<file path="src/rtl/mem_pkg.sv">
// ---------------------------------------------------------------------------
// mem_pkg -- definitions shared by the CPU memory responder and related paths.
//   state_t       : bus-cycle FSM encoding (IDLE -> ACCESS -> STROBE -> IDLE)
//   region_t      : decoded target of a bus cycle (boot ROM or external SRAM)
//   decode_region : picks the region from address bits [19:16]
// ---------------------------------------------------------------------------
package mem_pkg;

   typedef enum logic [1:0] {
      ST_IDLE   = 2'd0,
      ST_ACCESS = 2'd1,
      ST_STROBE = 2'd2
   } state_t;

   typedef enum logic {
      REG_SRAM = 1'b0,
      REG_ROM  = 1'b1
   } region_t;

   // Largest wait count that fits the 4-bit wait counter.
   localparam logic [3:0] WAIT_MAX = 4'd15;

   // The boot ROM occupies one 64 KiB page; everything else is SRAM.
   function automatic region_t decode_region(input logic [3:0] page,
                                             input logic [3:0] rom_page);
      region_t region;
      if (page == rom_page) begin
         region = REG_ROM;
      end else begin
         region = REG_SRAM;
      end
      return region;
   endfunction

endpackage

</file>
<file path="src/rtl/mem_responder.sv">
// ---------------------------------------------------------------------------
// mem_responder -- serves byte reads/writes from the CPU core out of a
// synchronous boot ROM page or an asynchronous external SRAM, and advances
// the core with a single-clock ce strobe when each bus cycle completes.
//
// Parameters
//   SRAM_WAIT   : SRAM access cycles per byte (1..15)
//   ROM_PAGE    : value of address[19:16] that selects the boot ROM
// Ports
//   clock       : sole clock, all state on its rising edge
//   reset_n     : asynchronous active-low reset
//   hold        : blocks the launch of a new bus cycle while high
//   cpu_address : byte address from the core
//   cpu_out     : write data from the core
//   cpu_we      : write request from the core
//   cpu_in      : read data returned to the core (held between reads)
//   ce          : one-clock core advance strobe
//   rom_address : ROM address, rom_q is sampled at the end of ACCESS
//   rom_q       : ROM read data
//   sram_*      : SRAM pins (address, data in/out, active-low OE/WE,
//                 data-bus output enable)
// ---------------------------------------------------------------------------
module mem_responder
   import mem_pkg::*;
#(
   parameter int unsigned SRAM_WAIT = 2,
   parameter logic [3:0]  ROM_PAGE  = 4'hF
) (
   input  logic        clock,
   input  logic        reset_n,
   input  logic        hold,
   input  logic [19:0] cpu_address,
   input  logic [7:0]  cpu_out,
   input  logic        cpu_we,
   output logic [7:0]  cpu_in,
   output logic        ce,
   output logic [15:0] rom_address,
   input  logic [7:0]  rom_q,
   output logic [19:0] sram_address,
   input  logic [7:0]  sram_din,
   output logic [7:0]  sram_dout,
   output logic        sram_oe_n,
   output logic        sram_we_n,
   output logic        sram_dq_oe
);

   // Counter starts at SRAM_WAIT-1 so it reaches 0 on the last ACCESS cycle.
   localparam logic [3:0] WAIT_LOAD = 4'(SRAM_WAIT - 1);

   state_t      state_q, state_d;
   region_t     region_q, region_d;
   logic        we_q, we_d;
   logic [3:0]  wait_q, wait_d;
   logic [7:0]  cpu_in_q, cpu_in_d;
   logic        ce_q, ce_d;
   logic [15:0] rom_address_q, rom_address_d;
   logic [19:0] sram_address_q, sram_address_d;
   logic [7:0]  sram_dout_q, sram_dout_d;
   logic        sram_oe_n_q, sram_oe_n_d;
   logic        sram_we_n_q, sram_we_n_d;
   logic        sram_dq_oe_q, sram_dq_oe_d;

   // Next-state and registered-output logic for the bus-cycle FSM.
   always_comb begin
      state_d        = state_q;
      region_d       = region_q;
      we_d           = we_q;
      wait_d         = wait_q;
      cpu_in_d       = cpu_in_q;
      ce_d           = 1'b0;
      rom_address_d  = rom_address_q;
      sram_address_d = sram_address_q;
      sram_dout_d    = sram_dout_q;
      sram_oe_n_d    = sram_oe_n_q;
      sram_we_n_d    = sram_we_n_q;
      sram_dq_oe_d   = sram_dq_oe_q;

      case (state_q)
         ST_IDLE: begin
            if (!hold) begin
               state_d     = ST_ACCESS;
               region_d    = decode_region(cpu_address[19:16], ROM_PAGE);
               we_d        = cpu_we;
               wait_d      = WAIT_LOAD;
               sram_dout_d = cpu_out;
               if (decode_region(cpu_address[19:16], ROM_PAGE) == REG_ROM) begin
                  rom_address_d = cpu_address[15:0];
               end else begin
                  // Address is only loaded here, so it is stable for all of ACCESS.
                  sram_address_d = cpu_address;
                  if (cpu_we) begin
                     sram_we_n_d  = 1'b0;
                     sram_dq_oe_d = 1'b1;
                  end else begin
                     sram_oe_n_d  = 1'b0;
                  end
               end
            end else begin
               state_d = ST_IDLE;
            end
         end

         ST_ACCESS: begin
            if (region_q == REG_ROM) begin
               // ROM takes one ACCESS cycle; writes to it are dropped.
               state_d = ST_STROBE;
               ce_d    = 1'b1;
               if (!we_q) begin
                  cpu_in_d = rom_q;
               end else begin
                  cpu_in_d = cpu_in_q;
               end
            end else if (wait_q == 4'd0) begin
               // Last SRAM cycle: sample read data and release OE/WE.
               // dq_oe stays on through STROBE for write data hold time.
               state_d     = ST_STROBE;
               ce_d        = 1'b1;
               sram_oe_n_d = 1'b1;
               sram_we_n_d = 1'b1;
               if (!we_q) begin
                  cpu_in_d = sram_din;
               end else begin
                  cpu_in_d = cpu_in_q;
               end
            end else begin
               wait_d = wait_q - 4'd1;
            end
         end

         ST_STROBE: begin
            state_d      = ST_IDLE;
            sram_dq_oe_d = 1'b0;
         end

         default: begin
            state_d      = ST_IDLE;
            sram_oe_n_d  = 1'b1;
            sram_we_n_d  = 1'b1;
            sram_dq_oe_d = 1'b0;
         end
      endcase
   end

   // State and output registers with asynchronous reset to a quiet bus.
   always_ff @(posedge clock or negedge reset_n) begin
      if (!reset_n) begin
         state_q        <= ST_IDLE;
         region_q       <= REG_SRAM;
         we_q           <= 1'b0;
         wait_q         <= 4'd0;
         cpu_in_q       <= 8'h00;
         ce_q           <= 1'b0;
         rom_address_q  <= 16'h0000;
         sram_address_q <= 20'h00000;
         sram_dout_q    <= 8'h00;
         sram_oe_n_q    <= 1'b1;
         sram_we_n_q    <= 1'b1;
         sram_dq_oe_q   <= 1'b0;
      end else begin
         state_q        <= state_d;
         region_q       <= region_d;
         we_q           <= we_d;
         wait_q         <= wait_d;
         cpu_in_q       <= cpu_in_d;
         ce_q           <= ce_d;
         rom_address_q  <= rom_address_d;
         sram_address_q <= sram_address_d;
         sram_dout_q    <= sram_dout_d;
         sram_oe_n_q    <= sram_oe_n_d;
         sram_we_n_q    <= sram_we_n_d;
         sram_dq_oe_q   <= sram_dq_oe_d;
      end
   end

   assign cpu_in       = cpu_in_q;
   assign ce           = ce_q;
   assign rom_address  = rom_address_q;
   assign sram_address = sram_address_q;
   assign sram_dout    = sram_dout_q;
   assign sram_oe_n    = sram_oe_n_q;
   assign sram_we_n    = sram_we_n_q;
   assign sram_dq_oe   = sram_dq_oe_q;

endmodule

</file>
<file path="config.mk">
export PLATFORM = sky130hd
export DESIGN_NAME = mem_responder
export DESIGN_NICKNAME = d
export VERILOG_FILES = /design/src/rtl/mem_pkg.sv /design/src/rtl/mem_responder.sv
export SDC_FILE = /design/constraint.sdc
export NUM_CORES = 1
export LEC_CHECK = 0
export BUFFER_PORTS_ARGS = -buffer_cell sky130_fd_sc_hd__buf_2
export CAP_MARGIN = 20
export CORE_MARGIN = 5
export CORE_UTILIZATION = 30
export CTS_CLUSTER_SIZE = 24
export DETAILED_ROUTE_END_ITERATION = 8
export SLEW_MARGIN = 5
export SYNTH_ARGS = -nofsm -noshare
export SYNTH_HDL_FRONTEND = slang
export SYNTH_SLANG_ARGS = --single-unit
</file>
<file path="constraint.sdc">
create_clock -name clock -period 3.68 [get_ports clock]
set_input_delay 0.368 -clock clock [delete_from_list [all_inputs] [get_ports clock]]
set_output_delay 0.368 -clock clock [all_outputs]
set_load 0.05 [all_outputs]
</file>
# Word level (Yosys, flattened, before mapping)

Cells that the tools add are included.

Bits of input ports: 48
Register bits after elaboration: 64
Logic and storage cells: 73

Add/subtract/negate cells: 1
Equal/unequal tests: 11
Reductions and logical operators: 12
Bitwise operators: 5
Muxes and demuxes: 32

Operator list:

| cell                  | number |
|---|---|
| $mux W8               | 4 |
| $mux W1               | 18 |
| $ne A2 B2 Y1 const B  | 7 |
| $mux W4               | 3 |
| $reduce_and A6 Y1     | 2 |
| $reduce_and A3 Y1     | 3 |
| $pmux W4 S2           | 1 |
| $reduce_and A4 Y1     | 2 |
| $pmux W1 S3           | 2 |
| $not A1 Y1            | 5 |
| $eq A4 B4 Y1 const B  | 1 |
| $logic_not A4 Y1      | 1 |
| $mux W2               | 2 |
| $pmux W2 S2           | 1 |
| $reduce_bool A2 Y1    | 2 |
| $sub A4 B1 Y4 const B | 1 |
| $ne A3 B3 Y1 const B  | 1 |
| $eq A2 B1 Y1 const B  | 1 |
| $eq A2 B2 Y1 const B  | 1 |
| $logic_not A2 Y1      | 1 |
| $pmux W1 S2           | 1 |
| $reduce_and A2 Y1     | 1 |

# Longest topological paths before layout

Gate-level depths: netlist of run 1.

Word-level depth: 7
Mapped depth: 5
Gate-level depth less buffers: 5

# Worst setup path after synthesis of run 1

OpenSTA, ideal clock, no wires.

Path type: reg-to-reg
From: reg wait_q[0]
To: reg cpu_in_q[0], in the netlist cpu_in[0]
Cell stages (with the launch flop): 6
Arrival: 1.806 ns
Setup time: 0.125 ns
Setup slack: 1.750 ns
Data required time: 3.555 ns
Buffers on the path: 0
Clock period less this slack: 1.930 ns
Cells stage by stage: dfrtp_1 > inv_1 > ha_1 > or3b_4 > a211oi_4 > mux2_2

Word-level cells in the longest chain between the ends: 3

RTL lines:

| what                                | line                 | RTL |
|---|---|---|
| start, declared                     | mem_responder.sv:53  | `logic [3:0] wait_q, wait_d;` |
| start signal, assigned              | mem_responder.sv:163 | `wait_q <= wait_d;` |
| $logic_not A4 Y1                    | mem_responder.sv:113 | `end else if (wait_q == 4'd0) begin` |
| $reduce_bool A2 Y1 (no source line) | n/a                  |  |
| $reduce_and A3 Y1 (no source line)  | n/a                  |  |
| end signal, assigned                | mem_responder.sv:164 | `cpu_in_q <= cpu_in_d;` |
| end, declared                       | mem_responder.sv:54  | `logic [7:0] cpu_in_q, cpu_in_d;` |

Every way passes these cells.
A chain may end at the register's enable or synchronous reset.

# Worst setup path after layout of run 1

From: reg state_q[0]
To: reg rom_address_q[9], in the netlist rom_address[9]

Word-level cells in the longest chain between the ends: 2

RTL lines:

| what                               | line                 | RTL |
|---|---|---|
| start, declared                    | mem_responder.sv:50  | `state_t state_q, state_d;` |
| start signal, assigned             | mem_responder.sv:160 | `state_q <= state_d;` |
| $logic_not A2 Y1                   | mem_responder.sv:78  | `case (state_q)` |
| $reduce_and A3 Y1 (no source line) | n/a                  |  |
| end signal, assigned               | mem_responder.sv:166 | `rom_address_q <= rom_address_d;` |
| end, declared                      | mem_responder.sv:56  | `logic [15:0] rom_address_q, rom_address_d;` |

Every way passes these cells.

==> results of run 1 <==
[layout by cell type, fill, tap and decap left out, drive strengths merged, types with 2 or more instances in the layout]
cell type,count
ha,2
nor3,3
dfrtp,62
nand2,30
buf,106
o22a,2
mux2,50
a21bo,2
dfstp,2
clkinv,2
o21ai,6
inv,5
nor2,6
clkbuf,13
[through the flow]
stage	area [um^2]	instances	setup WS [ns]	hold slack, ns	utilization
after global placement	3290	406	1.59	0.455	0.380
after global routing	3490	422	1.41	0.195	0.403
after floorplan	2670	202	1.75	0.0724	-
final	3490	422	1.56	0.135	0.403
after CTS	3490	422	1.53	0.148	0.403
after detailed placement	3290	406	1.53	0.464	0.380
[worst reg2reg max path, delay by kind of cell, from the launching register on]
family,cells,cell delay [ns]
simple gates,2,1.13
flops,1,0.48
mux,1,0.40
[cell type report]
| type | instances | area, um^2 |
|---|---|---|
| clock buffers | 13 | 159 |
| clock inverters | 3 | 40.0 |
| fillers | 878 | 5180 |
| inverters | 5 | 18.8 |
| multi-input cells | 123 | 998 |
| flip-flops and latches | 64 | 1600 |
| well taps | 108 | 135 |
| repair buffers | 106 | 538 |
[kinds of logic (layout without fill, tap and decap cells)]
family | count (synthesis) | count (layout)
mux | 51 | 51
simple gates | 52 | 52
compound gates | 18 | 18
flops | 64 | 64
fa+ha+maj | 2 | 2
buf+inv | 15 | 127
[Yosys cell counts (5+ instances only)]
library cell / instances / area, um^2
clkbuf_1: 7 / 26.3
mux2_2: 50 / 563
dfrtp_1: 62 / 1550
o21ai_0: 6 / 30.0
nor2_1: 5 / 18.8
inv_1: 5 / 18.8
nand2_1: 30 / 113
[worst paths after layout]
check	startpoint	end	cells after the start
max	state_q[0]$_DFFE_PN0P_	rom_address[9]$_DFFE_PN0P_	3
min	reset_n	sram_dout[6]$_DFFE_PN0P_	1
min in group clock	cpu_out[6]	sram_dout[6]$_DFFE_PN0P_	3
max in group asynchronous	reset_n	rom_address[9]$_DFFE_PN0P_	2
max reg2reg	state_q[0]$_DFFE_PN0P_	rom_address[9]$_DFFE_PN0P_	3
min reg2reg	sram_dout[3]$_DFFE_PN0P_	sram_dout[3]$_DFFE_PN0P_	2
[sequential cells by signal, indices dropped and copies added (netlist names)]
| name | flops |
|---|---|
| we_q | 1 |
| region_q | 1 |
| sram_oe_n | 1 |
| ce | 1 |
| sram_address | 20 |
| state_q | 2 |
| sram_dout | 8 |
| cpu_in | 8 |
| sram_dq_oe | 1 |
| sram_we_n | 1 |
| rom_address | 16 |
| wait_q | 4 |
[routing by layer]
layer  track usage  share of wire  up-vias
met5             0              0        -
met3        0.0583          0.085        6
met1         0.142           0.43      933
li1              -              -      912
met2         0.188           0.48       72
met4        0.0416          0.011        0
==> results.py, run 1 <==
metrics = {
    "worst_setup_path": {
        "path_class": "register to register",
        "cp-end-kind": "register",
        "required_ns": 3.90,
        "critPathLaunchType": "register",
        "slowest_delay_ns": 0.63,
        "path_max_fanout": 17,
        "path_cells": "or3_1 > nor2_4 > mux2_2",
        "slowest_stage": "or3_1",
        "crit_buf_inv": 0,
        "reg2reg_slack_ns": 1.56,
        "cp.arrival_ns": 2.34,
        "critPathTopFamily": "simple AND/OR/NAND/NOR gates",
    },
    "sta": {
        "rsz0062_at_grt": "false",
        "fin_setup_tns_ns": 0,
        "max_slew_margin": 0.441,
        "hold_viol": 0,
        "maxSlewViolCount": 0,
        "setup_violations": 0,
        "max_slew.worst_pin.slew_ns": 0.839,
        "fin_crit_ns": 2.12,
        "fmax_mhz": 471,
        "clock_skew_ns": 0.00494,
        "fin_crit_sh": 0.577,
    },
    "clocking": {
        "clock_latency_ns": 0.33,
        "postCtsSetupRepairBufs": 0,
        "holdBufCountCts": 0,
        "cts_buffer_depth": 2,
        "numCtsBuffers": 9,
        "htree_levels": 3,
        "clock-root-buffer": "clkbuf_8",
        "path_clk_slew_ns": 0.07,
        "cts_resized": 0,
        "cts_num_sinks": 64,
        "cts_tree": "done",
    },
    "global_routing": {
        "grt_util_all_layers": 0.119,
        "antenna_found_initial": 0,
        "grt_pass1_vias": 2091,
        "overflow": 0,
        "grt_first_pass_wirelength_mm": 10.4,
        "grt_max_degree": 39,
    },
    "synthesis": {
        "avgSynthCellArea_um2": 13.2,
        "ys_async_sr_fraction": 1.00,
        "synthMuxAreaShare": 0.215,
        "synthAdderAreaFrac": 0.00939,
        "synth-simple-area-share": 0.0962,
        "ys_ff_latch": 64,
        "ys_warn_count": 0,
        "netlist_instances": 202,
        "synth_edf_count": 0,
        "synth_compound_area_frac": 0.0540,
        "synth-main-ff-cell": "dfrtp_1",
        "synthXorXnorAreaFrac": 0,
        "synth_top_family_by_area": "multiplexers",
        "syn_nets": 252,
        "syn_area_um2": 2670,
        "ys_types": 38,
        "seq_area_frac_synth": 0.602,
    },
    "job": {
        "max_cap_viol_count": 0,
    },
    "status": {
        "status": "completed",
    },
    "floorplanning": {
        "coreArea_um2": 8680,
        "rows": 34,
        "die_h_um": 104,
        "die_x_um": 104,
        "io_pins": 104,
        "dieArea_um2": 10900,
        "initial_core_util": 0.307,
    },
    "drt": {
        "drt_iter0_markers": 54,
        "first_pass_iters": 4,
        "via_per_inst": 4.56,
        "wire_per_inst_um": 14.5,
        "drt_wl_total_mm": 6.12,
        "postRouteAntennaNets": 0,
        "vias": 1923,
        "drc": 0,
    },
    "cells_and_area": {
        "syn2layout_area_growth_pct": 31.1,
        "drive_gt1_frac": 0.567,
        "layout.nets": 359,
        "num_antenna_cells": 0,
    },
    "place": {
        "port_buffers": 103,
        "gp_routability_congestion": 0.791,
        "place_hpwl_mm": 4.60,
    },
    "min_path": {
        "hp-class": "input port to asynchronous set/reset pin",
    },
}
Power of run 1 is not shown: default switching activity piles up to over one toggle a cycle in this logic, so the estimate is an artifact.
==> run 2, diff against run 1 <==
clock period = 1.8 ns   (was 3.68 ns; I/O delays follow)
==> run 2 against run 1 <==
Against the previous run:
- the run now ends with negative setup slack left
- first-iteration DRC count unchanged
- register-to-register slack got worse by 1.6 ns
- worst hold slack got worse by 0.093 ns
- worst setup slack worse by 1.6 ns
- global-route usage up 0.058 points
- maximum frequency rose by 17%
- final cell count increased by 4.0%
- highest routed layer unchanged
==> results.py, run 2 (synthesis gave the netlist of run 1 again) <==
metrics = {
    "global_routing": {
        "grt_util_all_layers": 0.120,
        "grt_max_degree": 65,
        "antenna_found_initial": 0,
        "grt_pass1_vias": 2136,
        "overflow": 0,
        "busiest_layer": "met2",
        "use_met2": 0.195,
        "grt_first_pass_wirelength_mm": 10.6,
        "grtUsageMet1": 0.143,
        "gr-usage-met3": 0.0546,
    },
    "cells_and_area": {
        "largest_register_ffs": 20,
        "num_antenna_cells": 0,
        "final_common_cell": "buf_2",
        "syn2layout_area_growth_pct": 40.7,
        "layout_common_cells": "103 x buf_2, 62 x dfrtp_1, 42 x mux2_2",
        "post-route-util": 0.432,
        "layout.nets": 376,
        "drive_gt1_frac": 0.595,
    },
    "sta": {
        "fin_crit_sh": 1.01,
        "fin_crit_ns": 1.81,
        "rsz0062_at_grt": "true",
        "fmax_mhz": 551,
        "hold_viol": 0,
        "setup_slack_ns": -0.0144,
        "maxSlewViolCount": 0,
        "setup_violations": 8,
        "max_slew_margin": 0.757,
        "fin_setup_tns_ns": -0.0760,
        "max_slew.worst_pin.slew_ns": 0.361,
        "clock_skew_ns": 0.00778,
    },
    "place": {
        "gp_routability_congestion": 0.832,
        "place_hpwl_mm": 4.64,
        "port_buffers": 103,
    },
    "clocking": {
        "cts_buffer_depth": 2,
        "path_clk_slew_ns": 0.07,
        "cts_num_sinks": 64,
        "htree_levels": 3,
        "clock_latency_ns": 0.33,
        "postCtsSetupRepairBufs": 0,
        "cts_tree": "done",
        "clock-root-buffer": "clkbuf_8",
        "numCtsBuffers": 9,
    },
    "drt": {
        "drt_iter0_markers": 54,
        "via_per_inst": 4.62,
        "drc": 0,
        "postRouteAntennaNets": 0,
        "drt_wl_total_mm": 6.26,
        "first_pass_iters": 4,
        "vias": 2026,
        "wire_per_inst_um": 14.3,
    },
    "worst_setup_path": {
        "reg2reg_to": "cpu_in[2]$_DFFE_PN0P_",
        "required_ns": 2.01,
        "reg2reg_slack_ns": -0.01,
        "cp.arrival_ns": 2.02,
        "critPathLaunchType": "register",
        "path_max_fanout": 8,
        "ff2ff_path_depth": 6,
        "r2r-start": "wait_q[1]$_DFFE_PN0P_",
        "path_class": "register to register",
        "cp-end-kind": "register",
    },
    "floorplanning": {
        "die_x_um": 104,
        "dieArea_um2": 10900,
        "io_pins": 104,
        "rows": 34,
        "initial_core_util": 0.307,
        "die_h_um": 104,
        "coreArea_um2": 8680,
    },
    "status": {
        "status": "complete, but fails checks",
        "violations": "negative setup slack",
    },
    "min_path": {
        "min_path_cells": 3,
        "min-delay-start": "cpu_out[6]",
        "hp-class": "input port to register",
        "min_to": "sram_dout[6]$_DFFE_PN0P_",
    },
    "job": {
        "max_cap_viol_count": 0,
    },
}
run 2: cell types whose count changed in the layout (fill, tap and decap cells not counted), sizes merged:
cell,change
buf,+16
clkinv,-2
bufinv,+1
clkbuf,+1
dlygate4sd3,+1
run 2: worst max-delay path, stage by stage, from the launching register on:
cell and delay [ns]:
dfrtp_1 0.39, inv_2 0.08, ha_4 0.12, or3b_4 0.38
a211oi_4 0.25, buf_12 0.17, mux2_4 0.30
run 2: per-layer routing:
layer / routed length (um) / up-vias
met2: 3130 / 81
met1: 2570 / 977
li1: - / 953
met5: 0 / -
met4: 100 / 0
met3: 464 / 15
run 2: area by class of cell:
type / count / area [um^2]
multi-input combinational: 123 / 1040
fill: 835 / 4930
timing repair buffer: 123 / 718
inverter: 5 / 18.8
sequential: 64 / 1600
tap: 108 / 135
clock inverter: 2 / 60.1
clock buffer: 14 / 173
run 2: worst max-delay path by stage:
stage	to	cells after the start	startpoint	slack (ns)
finish	cpu_in[2]$_DFFE_PN0P_	6	wait_q[1]$_DFFE_PN0P_	-0.01
global route	cpu_in[2]$_DFFE_PN0P_	6	wait_q[0]$_DFFE_PN0P_	-0.07
CTS	cpu_in[5]$_DFFE_PN0P_	6	wait_q[1]$_DFFE_PN0P_	-0.05
detailed placement	cpu_in[5]$_DFFE_PN0P_	6	wait_q[1]$_DFFE_PN0P_	-0.05
global placement	cpu_in[3]$_DFFE_PN0P_	6	wait_q[1]$_DFFE_PN0P_	-0.03
floorplan	cpu_in[0]$_DFFE_PN0P_	5	wait_q[1]$_DFFE_PN0P_	-0.10
run 2: metrics by stage:
stage	area, um^2	setup slack (ns)	instances	hold slack, ns
global route	3750	-0.0704	439	0.0215
global placement	3470	-0.0306	422	0.222
CTS	3750	-0.0504	439	0.0215
detailed placement	3470	-0.0474	422	0.223
finish	3750	-0.0144	439	0.0415
floorplan	2670	-0.101	202	-0.116
run 2: what timing repair did:
item                                    in CTS  in global routing
pin swaps                                    2                  1
gates resized for setup                      9                  0
hold buffers                                 1                  0
endpoints found under the hold margin       62                  0
endpoints found under the setup margin       8                  8
Power of run 2 is left out for the same reason.
==> run 3, diff against run 2 <==
CORE_UTILIZATION = 43   (was 30)
PLACE_DENSITY = 0.75   (was not set)
==> run 3 against run 2 <==
Against the previous run:
- global-route usage grew 5.3 points
- utilization increased by 20 points
- non-clock buffer count is 5 higher
- sequential share of layout area is 0.26 points lower
- maximum frequency fell by 3.1%
- clock skew shrank 0.0011 ns
- the run still ends with negative setup slack left
- final cell count decreased by 6.4%
- register-to-register slack got worse by 0.06 ns
- wire length rose by 0.54%
- critical endpoint is now cpu_in[6]$_DFFE_PN0P_
- die area decreased by 28%
==> results.py, run 3 (synthesis gave the netlist of run 1 again) <==
metrics = {
    "place": {
        "gp_routability_congestion": 0.872,
        "place_hpwl_mm": 4.42,
        "port_buffers": 103,
    },
    "global_routing": {
        "busiest_layer": "met2",
        "gr-usage-met3": 0.0652,
        "overflow": 0,
        "grt_util_all_layers": 0.172,
        "grt_pass1_vias": 2206,
        "grt_max_degree": 65,
        "grt_first_pass_wirelength_mm": 10.3,
        "grtUsageMet1": 0.200,
        "antenna_found_initial": 0,
        "use_met2": 0.283,
    },
    "sta": {
        "fin_crit_ns": 1.87,
        "fin_setup_tns_ns": -0.513,
        "rsz0062_at_grt": "true",
        "hold_viol": 0,
        "max_slew_margin": 0.744,
        "maxSlewViolCount": 0,
        "max_slew.worst_pin.slew_ns": 0.381,
        "setup_violations": 8,
        "fmax_mhz": 534,
        "clock_skew_ns": 0.00673,
        "setup_slack_ns": -0.0721,
        "fin_crit_sh": 1.04,
    },
    "worst_setup_path": {
        "path_max_fanout": 8,
        "slowest_stage": "or3b_4",
        "path_cells": "inv_2 > ha_4 > or3b_4 > a211oi_4 > buf_12 > mux2_4",
        "crit_buf_inv": 2,
        "critPathLaunchType": "register",
        "cp-end-kind": "register",
        "slowest_delay_ns": 0.40,
        "critPathTopFamily": "simple AND/OR/NAND/NOR gates",
        "required_ns": 2.02,
        "reg2reg_slack_ns": -0.07,
        "cp.arrival_ns": 2.10,
        "path_class": "register to register",
    },
    "drt": {
        "vias": 2014,
        "via_per_inst": 4.90,
        "first_pass_iters": 4,
        "drt_iter0_markers": 64,
        "wire_per_inst_um": 15.3,
        "drc": 0,
        "drt_wl_total_mm": 6.30,
        "postRouteAntennaNets": 0,
    },
    "status": {
        "status": "complete, but fails checks",
        "violations": "negative setup slack",
    },
    "clocking": {
        "clock-root-buffer": "clkbuf_8",
        "numCtsBuffers": 9,
        "cts_buffer_depth": 2,
        "cts_tree": "done",
        "clock_latency_ns": 0.34,
        "path_clk_slew_ns": 0.07,
        "htree_levels": 3,
        "cts_num_sinks": 64,
    },
    "cells_and_area": {
        "register_area_um2": 1600,
        "layout_common_cells": "103 x buf_2, 62 x dfrtp_1, 42 x mux2_2",
        "num_antenna_cells": 0,
        "largest_register_ffs": 20,
        "final_common_cell": "buf_2",
        "fillers": 490,
        "layout.nets": 381,
        "multi_input_comb_area_um2": 1050,
        "syn2layout_area_growth_pct": 41.5,
        "drive_gt1_frac": 0.610,
    },
    "floorplanning": {
        "rows": 28,
        "dieArea_um2": 7870,
        "initial_core_util": 0.445,
        "die_h_um": 88.7,
        "die_x_um": 88.7,
        "io_pins": 104,
        "coreArea_um2": 5990,
    },
    "job": {
        "max_cap_viol_count": 0,
    },
    "min_path": {
        "hp-class": "input port to register",
    },
}
-- run 3: per-stage QoR --
stage               instances  area (um^2)  worst slack [ns]   util  hold WS, ns
global route              411         3770            -0.109  0.630       0.0225
floorplan                 202         2670            -0.101      -       -0.116
finish                    411         3770           -0.0721  0.630       0.0265
detailed placement        388         3420           -0.0628  0.571        0.222
CTS                       407         3740           -0.0840  0.624       0.0153
global placement          388         3420           -0.0247  0.571        0.215
-- run 3: final cells by class --
type                            instances  share of cell area
Multi-Input combinational cell        123               0.277
Clock buffer                           11              0.0401
Sequential cell                        64               0.425
Tap cell                               75              0.0249
Timing Repair Buffer                  128               0.200
Inverter                                5             0.00498
Clock inverter                          5              0.0272
-- run 3: timing repair --
item | 4_1_cts | 5_1_grt
pin swaps | 2 | 2
setup endpoints to repair | 8 | 8
gates resized for setup | 9 | 1
endpoints found under the hold margin | 62 | 0
hold buffers | 1 | 0
setup buffers | 2 | 4
-- run 3: final timing paths --
kind | startpoint | end | depth (start not counted)
min in group asynchronous | reset_n | sram_address[7]$_DFFE_PN0P_ | 3
worst max register to register | wait_q[0]$_DFFE_PN0P_ | cpu_in[6]$_DFFE_PN0P_ | 6
worst min-delay path | cpu_out[1] | sram_dout[1]$_DFFE_PN0P_ | 3
max in group asynchronous | reset_n | sram_we_n$_DFFE_PN1P_ | 3
worst max-delay path | wait_q[0]$_DFFE_PN0P_ | cpu_in[6]$_DFFE_PN0P_ | 6
worst min register to register | sram_dout[7]$_DFFE_PN0P_ | sram_dout[7]$_DFFE_PN0P_ | 2
-- run 3: worst min-delay path: cells and delay by family --
family | cells | cell delay [ns]
and+or+nand+nor | 2 | 0.08
buffers and inverters | 1 | 0.07
-- run 3: layer usage --
layer | part of all wire | vias to the layer above | routed length, um
met5 | 0 | - | 0
met4 | 0.022 | 0 | 136
met3 | 0.082 | 13 | 515
met2 | 0.51 | 67 | 3220
met1 | 0.39 | 973 | 2420
li1 | - | 961 | -
Power of run 3 is left out for the same reason.
